`config.mk`:
```
export PLATFORM = sky130hd
export DESIGN_NAME = mem_access_seq
export DESIGN_NICKNAME = d
export VERILOG_FILES = /design/src/rtl/mem_access_seq.sv
export SDC_FILE = /design/constraint.sdc
export NUM_CORES = 1
export LEC_CHECK = 0
export ABC_AREA = 0
export BUFFER_PORTS_ARGS = -buffer_cell sky130_fd_sc_hd__buf_2
export CORE_AREA = 2 2 103 105
export DETAILED_ROUTE_END_ITERATION = 6
export DIE_AREA = 0 0 105 107
export HOLD_SLACK_MARGIN = 0.06
export PLACE_DENSITY = 0.75
export SYNTH_ARGS = -nofsm -noshare
export SYNTH_HDL_FRONTEND = slang
export SYNTH_SLANG_ARGS = --single-unit
export TNS_END_PERCENT = 50
```
`constraint.sdc`:
```
create_clock -name clk -period 2 [get_ports clk]
set_input_delay 0.2 -clock clk [delete_from_list [all_inputs] [get_ports clk]]
set_output_delay 0.2 -clock clk [all_outputs]
set_load 0.005 [all_outputs]
```
`src/rtl/mem_access_seq.sv`:
```
// Memory-stage access sequencer: optional chained pointer reads, then the final load/store.
// Latency: direct access with immediate mem_resp -> strobe in cycle 1, done in cycle 2; +1 cycle per level and per wait cycle.
// Backpressure: stall holds the MEM stage until the done cycle; mem_resp acts as the per-transaction handshake.
//
// Ports: clk/rst_n (async active-low); req_* = request from the MEM stage (held stable while stall=1);
//        mem_* = single-port memory interface, mem_resp completes the current transaction;
//        stall/done/rdata_out = pipeline side; cnt_clear/access_count/stall_count = saturating perf counters.
module mem_access_seq #(
  parameter int DATA_W       = 16,
  parameter int ADDR_W       = 16,
  parameter int MAX_INDIRECT = 2,
  parameter int COUNT_W      = 16
) (
  input  logic                clk,
  input  logic                rst_n,
  input  logic                req_valid,
  input  logic                req_write,
  input  logic                req_byte,
  input  logic [2:0]          req_indirect,
  input  logic [ADDR_W-1:0]   req_addr,
  input  logic [DATA_W-1:0]   req_wdata,
  input  logic                mem_resp,
  input  logic [DATA_W-1:0]   mem_rdata,
  output logic                mem_read,
  output logic                mem_write,
  output logic [ADDR_W-1:0]   mem_addr,
  output logic [DATA_W-1:0]   mem_wdata,
  output logic [DATA_W/8-1:0] mem_wmask,
  output logic                stall,
  output logic                done,
  output logic [DATA_W-1:0]   rdata_out,
  input  logic                cnt_clear,
  output logic [COUNT_W-1:0]  access_count,
  output logic [COUNT_W-1:0]  stall_count
);

  localparam int NB = DATA_W / 8;
  localparam int LW = (NB > 1) ? $clog2(NB) : 1;
  localparam logic [2:0] MAX_LVL = 3'(MAX_INDIRECT);

  typedef enum logic [1:0] {S_IDLE, S_IND, S_ACCESS, S_DONE} state_t;

  state_t              r_state;
  logic [ADDR_W-1:0]   r_cur_addr;
  logic [2:0]          r_level;
  logic                r_write;
  logic                r_byte;
  logic [DATA_W-1:0]   r_wdata;
  logic [DATA_W-1:0]   r_rdata;
  logic                r_mem_read;
  logic                r_mem_write;
  logic                r_done;
  logic [NB-1:0]       r_wmask;
  logic [COUNT_W-1:0]  r_acc_cnt;
  logic [COUNT_W-1:0]  r_stall_cnt;

  logic [2:0]          w_eff_level;
  logic [ADDR_W-1:0]   w_ptr_addr;
  logic [7:0]          w_rd_byte;
  logic                w_stall;
  logic                w_acc_inc;

  // Word accesses enable every lane; byte accesses enable only the addressed lane.
  function automatic logic [NB-1:0] lane_mask(input logic [ADDR_W-1:0] addr, input logic is_byte);
    logic [NB-1:0] m;
    if (is_byte) begin
      m = '0;
      m[addr[LW-1:0]] = 1'b1;
    end else begin
      m = '1;
    end
    return m;
  endfunction

  assign w_eff_level = (req_indirect > MAX_LVL) ? MAX_LVL : req_indirect;
  assign w_ptr_addr  = mem_rdata[ADDR_W-1:0];
  assign w_rd_byte   = mem_rdata[{r_cur_addr[LW-1:0], 3'b000} +: 8];
  assign w_stall     = req_valid && (r_state != S_DONE);
  assign w_acc_inc   = mem_resp && ((r_state == S_IND) || (r_state == S_ACCESS));

  // Request fields are captured on acceptance so the sequence can finish even if req_valid drops.
  // Strobes/mask/done are registered with the state transition, so they are pure state decodes.
  always_ff @(posedge clk or negedge rst_n) begin
    if (!rst_n) begin
      r_state     <= S_IDLE;
      r_cur_addr  <= '0;
      r_level     <= '0;
      r_write     <= 1'b0;
      r_byte      <= 1'b0;
      r_wdata     <= '0;
      r_rdata     <= '0;
      r_mem_read  <= 1'b0;
      r_mem_write <= 1'b0;
      r_done      <= 1'b0;
      r_wmask     <= '0;
    end else begin
      case (r_state)
        S_IDLE: begin
          if (req_valid) begin
            r_cur_addr <= req_addr;
            r_level    <= w_eff_level;
            r_write    <= req_write;
            r_byte     <= req_byte;
            r_wdata    <= req_wdata;
            if (w_eff_level != 3'd0) begin
              r_state    <= S_IND;
              r_mem_read <= 1'b1;
              r_wmask    <= '0;
            end else begin
              r_state     <= S_ACCESS;
              r_mem_read  <= !req_write;
              r_mem_write <= req_write;
              r_wmask     <= lane_mask(req_addr, req_byte);
            end
          end
        end
        S_IND: begin
          if (mem_resp) begin
            r_cur_addr <= w_ptr_addr;
            r_level    <= r_level - 3'd1;
            if (r_level == 3'd1) begin
              r_state     <= S_ACCESS;
              r_mem_read  <= !r_write;
              r_mem_write <= r_write;
              r_wmask     <= lane_mask(w_ptr_addr, r_byte);
            end
          end
        end
        S_ACCESS: begin
          if (mem_resp) begin
            if (!r_write) begin
              r_rdata <= r_byte ? {{(DATA_W-8){1'b0}}, w_rd_byte} : mem_rdata;
            end
            r_state     <= S_DONE;
            r_mem_read  <= 1'b0;
            r_mem_write <= 1'b0;
            r_wmask     <= '0;
            r_done      <= 1'b1;
          end
        end
        default: begin
          r_state <= S_IDLE;
          r_done  <= 1'b0;
        end
      endcase
    end
  end

  // Saturating counters; clear takes priority over a same-cycle increment.
  always_ff @(posedge clk or negedge rst_n) begin
    if (!rst_n) begin
      r_acc_cnt   <= '0;
      r_stall_cnt <= '0;
    end else if (cnt_clear) begin
      r_acc_cnt   <= '0;
      r_stall_cnt <= '0;
    end else begin
      if (w_acc_inc && (r_acc_cnt != '1)) begin
        r_acc_cnt <= r_acc_cnt + 1'b1;
      end
      if (w_stall && (r_stall_cnt != '1)) begin
        r_stall_cnt <= r_stall_cnt + 1'b1;
      end
    end
  end

  assign mem_read     = r_mem_read;
  assign mem_write    = r_mem_write;
  assign mem_addr     = r_cur_addr;
  assign mem_wdata    = r_byte ? {NB{r_wdata[7:0]}} : r_wdata;
  assign mem_wmask    = r_wmask;
  assign stall        = w_stall;
  assign done         = r_done;
  assign rdata_out    = r_rdata;
  assign access_count = r_acc_cnt;
  assign stall_count  = r_stall_cnt;

endmodule

```
==> flow_summary.json, run 1 <==
{
  "status": "finished, final reports clean",
  "pwr_density_cell_nw_per_um2": 1250,
  "slew_headroom_pct": 65.2,
  "first_global_vias": 3722,
  "seq_power_share_pct": 39.4,
  "drt_iter0_markers": 239,
  "root_buffer": "clkbuf_8",
  "cts-buffers-inserted": 9,
  "antenna_found_initial": 0,
  "synth_adder_area_share_pct": 2.20,
  "synthCells": 453,
  "die_w_um": 105,
  "hold_viol_final": 0,
  "clk_pin_slew_ps": 90,
  "crit_path_start": "r_state[0]$_DFFE_PN0P_",
  "ys_warn_count": 0,
  "skew_ps": 8.83,
  "power_w": 0.00714,
  "netSwitchingFraction_pct": 36.7,
  "yosysTopAreaCell": "dfrtp_1",
  "r2r-start": "r_state[0]$_DFFE_PN0P_",
  "r2r.worst_path.cells": 5,
  "drive_above_1_share_pct": 35.4,
  "grt_pass1_wl_mm": 18.0,
  "port_buffers": 143,
  "crit_required_ps": 2280,
  "syn_area_sq_um": 4550,
  "gp_congestion": 0.857,
  "wl_per_cell_um": 15.1,
  "synth-xor-area-share_pct": 4.81,
  "synth-seq-area-share_pct": 50.6,
  "p_int_w": 0.00452,
  "crit_arrival_ps": 2160,
  "antenna_cells": 0,
  "fin_cells": 744,
  "vias_per_cell": 5.20,
  "coreArea_sq_um": 10100,
  "avgSynthCellArea_sq_um": 10.0,
  "drc": 0,
  "endpoint": "stall_count[9]$_DFFE_PN0P_",
  "placed_cells": 722,
  "fin_hold_ws_ps": 80.4,
  "timing.rr.end": "stall_count[9]$_DFFE_PN0P_",
  "die_area_sq_um": 11200,
  "power.net_switching_w": 0.00262,
  "startpoint_type": "register",
  "vias": 3872,
  "areaGrowthSynthToFinish_pct": 25.7,
  "grt_use_total_pct": 20.2,
  "period_needed_ps": 1880,
  "setup_ws_ps": 120,
  "fin_util_pct": 56.7,
  "detail-route-antenna-nets": 0,
  "ys_ff_latch": 92,
  "yosysTopAreaCellShare_pct": 50.6,
  "clk_latency_ps": 350,
  "post-cts-setup-buffers": 0,
  "layout.nets": 669,
  "muxShareOfSynthArea_pct": 11.9,
  "pre_cts_ws_ps": 69.2,
  "setup_viol": 0,
  "io_pins": 144,
  "synth_nets": 519,
  "routed_wl_mm": 11.2,
  "rsz0062_at_grt": "yes",
  "drtPass1Iterations": 4,
  "grt_overflow_total": 0,
  "synth_top_family_by_area": "simple AND/OR/NAND/NOR gates",
  "tightest_slew_ps": 520,
  "min_period_over_period_pct": 94.0,
  "critical_path_class": "register to register",
  "clock_path_buffers": 2,
  "leakage_nw": 2.76,
  "yosys.area_share.simple_pct": 17.9,
  "initial_utilization_pct": 45.1,
  "synth_cell_type_count": 41,
  "grt_max_degree": 52,
  "cap_violations": 0,
  "peakVddDrop_mv": 0.454,
  "min_path_type": "primary input to register",
  "nFillCells": 902,
  "clock-sinks": 92,
  "regArea_sq_um": 2300,
  "ys_top_cells_by_area": "dfrtp_1 51%, mux2_2 6.4%, mux2i_1 5.5%",
  "cp-end-kind": "register",
  "dp_hpwl_mm": 8.33,
  "max_freq_mhz": 532,
  "rows": 37,
  "die_h_um": 107,
  "p_comb_share_pct": 45.2,
  "cp_max_fo": 7,
  "multi_input_area_sq_um": 2110,
  "rrSetupSlack_ps": 120,
  "cts_tree": "done",
  "p_clk_share_pct": 15.4,
  "slew_viol_final": 0,
  "ctsHtreeMaxLevel": 3,
  "synth_compound_area_share_pct": 8.72
}
-- flip-flops by register name, summed over array words and instances (netlist names) --
register and flops:
mem_read 1, r_byte 1, mem_write 1, r_wdata 16, mem_addr 16, mem_wmask 2
rdata_out 16, r_level 3, stall_count 16, r_write 1, r_state 2, done 1
access_count 16
-- metrics by stage --
step | area (sq um) | setup TNS [ps]
after floorplan | 4550 | 0
after global placement | 5460 | 0
after detailed placement | 5460 | 0
after CTS | 5680 | 0
after global routing | 5720 | -11.8
final | 5720 | 0
-- logic make-up after synthesis --
logic type | after synthesis
AO/OA/AOI/OAI | 73
XOR/XNOR | 25
adder cells (fa/ha/maj) | 8
buffers and inverters | 37
flip-flops | 92
multiplexers | 51
AND/OR/NAND/NOR | 167
-- worst min-delay path by stage --
stage / startpoint / end / slack (ps) / depth (start not counted)
floorplan: rst_n / access_count[0]$_DFFE_PN0P_ / -100 / 0
global placement: rst_n / mem_addr[10]$_DFFE_PN0P_ / 140 / 1
detailed placement: rst_n / mem_addr[10]$_DFFE_PN0P_ / 140 / 1
finish: req_wdata[14] / r_wdata[14]$_DFFE_PN0P_ / 80 / 2
CTS: req_wdata[14] / r_wdata[14]$_DFFE_PN0P_ / 60 / 2
global route: req_wdata[9] / r_wdata[9]$_DFFE_PN0P_ / 60 / 2
-- critical path: stages, from the launching register on --
cell,delay (ps)
dfrtp_1,420
ha_2,200
nand2b_4,170
or4_4,520
or3_1,360
a21oi_1,140
-- cell usage in the layout, fill, tap and decap left out, types with 4 or more instances in the layout --
master / netlist / layout
mux2_2: 26 / 26
o21ai_0: 33 / 33
clkbuf_1: 12 / 4
xor2_1: 8 / 8
clkbuf_8: 0 / 10
nand2_1: 48 / 48
xnor2_1: 17 / 17
nand4_1: 9 / 9
nor3_1: 18 / 13
inv_1: 9 / 8
buf_2: 4 / 142
a21oi_1: 28 / 28
dfrtp_1: 92 / 92
or3_1: 5 / 5
dlygate4sd3_1: 0 / 6
buf_4: 8 / 15
and3_1: 5 / 5
mux2i_1: 25 / 25
nand3_1: 13 / 13
nor3_2: 0 / 5
ha_1: 8 / 6
nor2_1: 49 / 49
-- power groups by stage --
| stage | Combinational, W | Sequential (W) | Clock [W] |
|---|---|---|---|
| 6_report | 0.00323 | 0.00281 | 0.00110 |
| 5_1_grt | 0.00359 | 0.00290 | 0.00122 |
| 4_1_cts | 0.00319 | 0.00281 | 0.00114 |
| 3_5_place_dp | 0.00317 | 0.00285 | 0 |
| 3_3_place_gp | 0.00307 | 0.00282 | 0 |
| 2_1_floorplan | 0.00200 | 0.00283 | 0 |
-- cell type report --
| class | instances | area share (%) |
|---|---|---|
| repair buffers | 166 | 16.3 |
| clock inverters | 2 | 0.175 |
| multi-input cells | 324 | 37.0 |
| flip-flops and latches | 92 | 40.2 |
| clock buffers | 14 | 2.67 |
| inverters | 10 | 0.656 |
| well taps | 136 | 2.97 |
-- repair_timing --
action | 4_1_cts | 5_1_grt
endpoints found under the hold margin | 30 | 0
endpoints found under the setup margin | 0 | 11
gates resized for setup | 0 | 8
hold buffers | 6 | 0
-- Yosys cell counts --
cell type and instances:
dfrtp_1 92, nor2_1 49, nand2_1 48, o21ai_0 33
a21oi_1 28, mux2_2 26, mux2i_1 25, nor3_1 18
xnor2_1 17, nand3_1 13, clkbuf_1 12, inv_1 9
nand4_1 9, buf_4 8, ha_1 8, xor2_1 8
and3_1 5, or3_1 5, buf_2 4, a31oi_1 3
buf_1 3, nor4b_1 3, a211oi_1 2, a31o_2 2
nand4b_1 2, nor2b_1 2, nor4_1 2, o31ai_1 2
or2_2 2, or4_4 2, and2b_1 1, and2b_2 1
and4_1 1, clkinv_1 1, nand2b_1 1, nand2b_4 1
nor3b_1 1, nor4_4 1, o211ai_1 1, o221ai_1 1
o311ai_0 1
-- per-layer routing --
metal | vias to the layer above | wire (um) | part of all wire [%] | track usage (%)
li1 | 1863 | - | - | -
met1 | 1849 | 4980 | 44 | 26.2
met2 | 143 | 5360 | 48 | 33.2
met3 | 17 | 646 | 5.8 | 3.53
met4 | 0 | 222 | 2.0 | 9.05
met5 | - | 0 | 0 | 0
Note: power is estimated with default switching activity, not from simulation.
==> run 2, diff against run 1 <==
Settings changed: REMOVE_ABC_BUFFERS set to 1.
==> run 2 against run 1 <==
Against the previous run:
- worst hold slack gained 6.1 ps
- via count down 0.96%
- largest cell class unchanged
- cell count up 0.27%
- non-clock buffer count increased by 2
- setup slack got worse by 46 ps
- flip-flop and latch count did not move
- combinational power hardly changed
- die area unchanged
- largest power group unchanged
- clock power is 9% higher
- clock skew up 1.8 ps
- count of clock-buffer cells in the layout decreased by 2
==> flow_summary.json, run 2 (synthesized netlist as in run 1, its figures left out) <==
{
  "dp_hpwl_mm": 7.70,
  "fin_cells": 746,
  "cts_tree": "done",
  "status": "finished, final reports clean",
  "grt_overflow_total": 0,
  "slowest_stage": "or4_4",
  "antenna_found_initial": 0,
  "pre_cts_ws_ps": 59.1,
  "clk_latency_ps": 350,
  "cp_max_fo": 7,
  "period_needed_ps": 1930,
  "vias_per_cell": 5.14,
  "min_period_over_period_pct": 96.3,
  "die_area_sq_um": 11200,
  "routed_wl_mm": 10.5,
  "peakVddDrop_mv": 0.565,
  "tightest_slew_ps": 606,
  "drtPass1Iterations": 4,
  "gp_congestion": 0.862,
  "min_path_type": "primary input to register",
  "post-cts-setup-buffers": 0,
  "pwr_density_cell_nw_per_um2": 1250,
  "worstPathCellList": "ha_1, nand2b_4, or4_4, or3_1, a21oi_1",
  "critical_path_class": "register to register",
  "layout_commonest_cell": "buf_2",
  "rows": 37,
  "globalRouteMet3Util_pct": 5.29,
  "cp_top_family": "simple AND/OR/NAND/NOR gates",
  "crit_required_ps": 2280,
  "max_freq_mhz": 519,
  "rsz0062_at_grt": "yes",
  "crit_arrival_ps": 2210,
  "hold_viol_final": 0,
  "placed_cells": 723,
  "worst-path-buf-inv": 0,
  "leakage_nw": 2.78,
  "clock-sinks": 92,
  "grt_use_total_pct": 19.7,
  "vias": 3835,
  "drt_iter0_markers": 184,
  "layout_common_cells": "142 x buf_2, 92 x dfrtp_1, 49 x nor2_1",
  "detail-route-antenna-nets": 0,
  "slew_headroom_pct": 59.3,
  "rrSetupSlack_ps": 70,
  "grt_max_degree": 41,
  "drc": 0,
  "critPathMaxStageDelay_ps": 560,
  "root_buffer": "clkbuf_8",
  "antenna_cells": 0,
  "drive_above_1_share_pct": 35.2,
  "cp-end-kind": "register",
  "fin_setup_tns_ps": 0,
  "skew_ps": 10.7,
  "setup_ws_ps": 73.7,
  "grt_pass1_wl_mm": 17.8,
  "coreArea_sq_um": 10100,
  "slew_viol_final": 0,
  "io_pins": 144,
  "clk_pin_slew_ps": 80,
  "clock_path_buffers": 2,
  "cap_violations": 0,
  "ctsHtreeMaxLevel": 3,
  "initial_utilization_pct": 45.1,
  "use_met2_pct": 33.7,
  "port_buffers": 143,
  "cts-buffers-inserted": 9,
  "first_global_vias": 3815,
  "wl_per_cell_um": 14.1,
  "die_h_um": 107,
  "startpoint_type": "register",
  "setup_viol": 0,
  "die_w_um": 105,
  "layout.nets": 671,
  "grt-busiest-layer": "met2",
  "areaGrowthSynthToFinish_pct": 26.5,
  "grtUsageMet1_pct": 24.2
}
[run 2: timing repair]
action                                 CTS  global route
endpoints found under the hold margin   44             0
gates resized for setup                  0             5
hold buffers                             7             0
setup endpoints to repair                0            10
[run 2: where the power goes]
group	leakage, nW	internal, W	switching, W
combinational	1.53	0.00156	0.00164
clock	0.0866	0.000578	0.000624
sequential	1.16	0.00247	0.000338
total	2.78	0.00461	0.00261
[run 2: final cells by class]
cell class / instances / area [sq um]
Inverter: 10 / 37.5
Tap cell: 136 / 170
Clock buffer: 12 / 135
Clock inverter: 4 / 50.0
Fill cell: 929 / 4340
Sequential cell: 92 / 2300
Multi-Input combinational cell: 324 / 2110
Timing Repair Buffer: 168 / 948
[run 2: path summary, 6_finish.rpt]
kind                                          endpoint                startpoint  depth (start not counted)
max reg2reg                 stall_count[9]$_DFFE_PN0P_    r_state[0]$_DFFE_PN0P_                          5
min                             r_wdata[1]$_DFFE_PN0P_              req_wdata[1]                          2
min in group asynchronous  access_count[9]$_DFFE_PN0P_                     rst_n                          2
max in group asynchronous    rdata_out[15]$_DFFE_PN0P_                     rst_n                          3
min reg2reg                   rdata_out[8]$_DFFE_PN0P_  rdata_out[8]$_DFFE_PN0P_                          2
max                         stall_count[9]$_DFFE_PN0P_    r_state[0]$_DFFE_PN0P_                          5
[run 2: metal layers]
layer  part of all wire (%)  routed length, um
met5                      0                  0
met4                    1.3                138
met3                    6.4                676
met2                     48               5090
met1                     44               4590
[run 2: through the flow]
| step | instance area [sq um] | total power [W] | util (%) | hold WS [ps] |
|---|---|---|---|---|
| after floorplan | 4410 | 0.00462 | - | -95.6 |
| after global placement | 5470 | 0.00590 | 54.2 | 209 |
| after detailed placement | 5470 | 0.00604 | 54.2 | 223 |
| after CTS | 5720 | 0.00730 | 56.7 | 61.3 |
| after global routing | 5760 | 0.00787 | 57.0 | 68.5 |
| final | 5760 | 0.00722 | 57.0 | 86.5 |
==> run 3, diff against run 2 <==
Settings changed: ABC_AREA 0 to unset, CORE_AREA 2 2 103 105 to 2 2 110 112, DIE_AREA 0 0 105 107 to 0 0 112 114, PLACE_DENSITY 0.75 to 0.67, RECOVER_POWER set to 50.
==> run 3 against run 2 <==
Against the previous run:
- clock power increased by 44%
- wire length up 3.1%
- non-clock buffer count shrank 4
- critical endpoint unchanged
==> flow_summary.json, run 3 (synthesized netlist as in run 1, its figures left out) <==
{
  "period_needed_ps": 1920,
  "die_area_sq_um": 12800,
  "drc": 0,
  "io_pins": 144,
  "vias": 3808,
  "grt_use_total_pct": 17.5,
  "wl_met1_mm": 4.60,
  "vias_per_cell": 5.06,
  "cts-buffers-inserted": 9,
  "critical_path_class": "register to register",
  "dr_wl_met3_um": 703,
  "areaGrowthSynthToFinish_pct": 27.8,
  "tightest_slew_ps": 986,
  "status": "finished, final reports clean",
  "detail-route-antenna-nets": 0,
  "critPathMaxStageDelay_ps": 530,
  "first_global_vias": 3709,
  "root_buffer": "clkbuf_16",
  "skew_ps": 6.04,
  "layout_commonest_cell": "buf_2",
  "grt_max_degree": 40,
  "drtPass1Iterations": 4,
  "max_freq_mhz": 520,
  "min_period_over_period_pct": 96.2,
  "ctsHtreeMaxLevel": 3,
  "cp_max_fo": 7,
  "drt_iter0_markers": 134,
  "worst-path-buf-inv": 0,
  "peakVddDrop_mv": 0.700,
  "grt_overflow_total": 0,
  "dp_hpwl_mm": 8.04,
  "layout.nets": 667,
  "antenna_found_initial": 0,
  "min_path_type": "primary input to register",
  "crit_required_ps": 2270,
  "pre_cts_ws_ps": -2.30,
  "antenna_cells": 0,
  "rsz0062_at_grt": "yes",
  "clock_path_buffers": 2,
  "worstPathCellList": "ha_2, nand2b_4, or4_4, or3_4, a21oi_2",
  "power_w": 0.00772,
  "die_w_um": 112,
  "clk_latency_ps": 350,
  "port_buffers": 143,
  "coreArea_sq_um": 11700,
  "pwr_density_cell_nw_per_um2": 1330,
  "setup_viol": 0,
  "clk_pin_slew_ps": 60,
  "leakage_nw": 2.75,
  "crit_arrival_ps": 2190,
  "wl_per_cell_um": 14.4,
  "routed_wl_mm": 10.8,
  "die_h_um": 114,
  "fin_util_pct": 49.7,
  "slew_headroom_pct": 34.3,
  "top_layer": "met4",
  "initial_utilization_pct": 38.9,
  "slew_viol_final": 0,
  "rows": 40,
  "clock-sinks": 92,
  "setup_ws_ps": 75.9,
  "nFillCells": 1107,
  "slowest_stage": "or4_4",
  "cp_top_family": "simple AND/OR/NAND/NOR gates",
  "drive_above_1_share_pct": 33.3,
  "fin_setup_tns_ps": 0,
  "hold_viol_final": 0,
  "cts_tree": "done",
  "grt_pass1_wl_mm": 17.8,
  "cap_violations": 0,
  "gp_congestion": 0.828,
  "layout_common_cells": "121 x buf_2, 92 x dfrtp_1, 49 x nor2_1",
  "cp-end-kind": "register",
  "startpoint_type": "register",
  "wl_met2_mm": 5.30
}
run 3: per-layer routing:
metal	global-route usage, %	vias to the layer above
met1	20.9	1824
met4	7.56	0
li1	-	1865
met5	0	-
met2	29.4	101
met3	5.53	18
run 3: power breakdown:
group          switching [W]  internal, W  leakage (nW)
Clock               0.000703      0.00103         0.155
Sequential          0.000345      0.00248          1.16
Combinational        0.00165      0.00153          1.43
run 3: path summary, 6_finish.rpt:
check / startpoint / end / slack [ps] / cells after the start
worst min register to register: rdata_out[3]$_DFFE_PN0P_ / rdata_out[3]$_DFFE_PN0P_ / 480 / 2
worst min-delay path: req_wdata[4] / r_wdata[4]$_DFFE_PN0P_ / 80 / 2
worst max-delay path: r_state[0]$_DFFE_PN0P_ / stall_count[9]$_DFFE_PN0P_ / 80 / 5
worst max register to register: r_state[0]$_DFFE_PN0P_ / stall_count[9]$_DFFE_PN0P_ / 80 / 5
min in group asynchronous: rst_n / access_count[5]$_DFFE_PN0P_ / 540 / 2
max in group asynchronous: rst_n / mem_addr[7]$_DFFE_PN0P_ / 390 / 3
run 3: cell type report:
cell class | count | area, sq um | share of cell area, %
Clock buffer | 11 | 253 | 4.35
Clock inverter | 5 | 50.0 | 0.860
Inverter | 10 | 37.5 | 0.645
Multi-Input combinational cell | 324 | 2130 | 36.7
Sequential cell | 92 | 2300 | 39.6
Tap cell | 147 | 184 | 3.16
Timing Repair Buffer | 164 | 856 | 14.7
run 3: what timing repair did:
| action | in CTS | in global routing |
|---|---|---|
| hold buffers | 1 | 0 |
| setup buffers | 0 | 1 |
| resized for setup | 1 | 9 |
| hold endpoints to repair | 36 | 0 |
| cloned | 0 | 0 |
| setup endpoints to repair | 1 | 10 |
| pin swaps | 0 | 2 |
run 3: stage by stage:
stage	instances	cell area, sq um	hold slack, ps
2_1_floorplan	426	4410	-95.6
3_3_place_gp	735	5490	210
3_5_place_dp	735	5490	217
4_1_cts	752	5810	66.2
6_report	753	5820	83.4
5_1_grt	753	5820	71.8
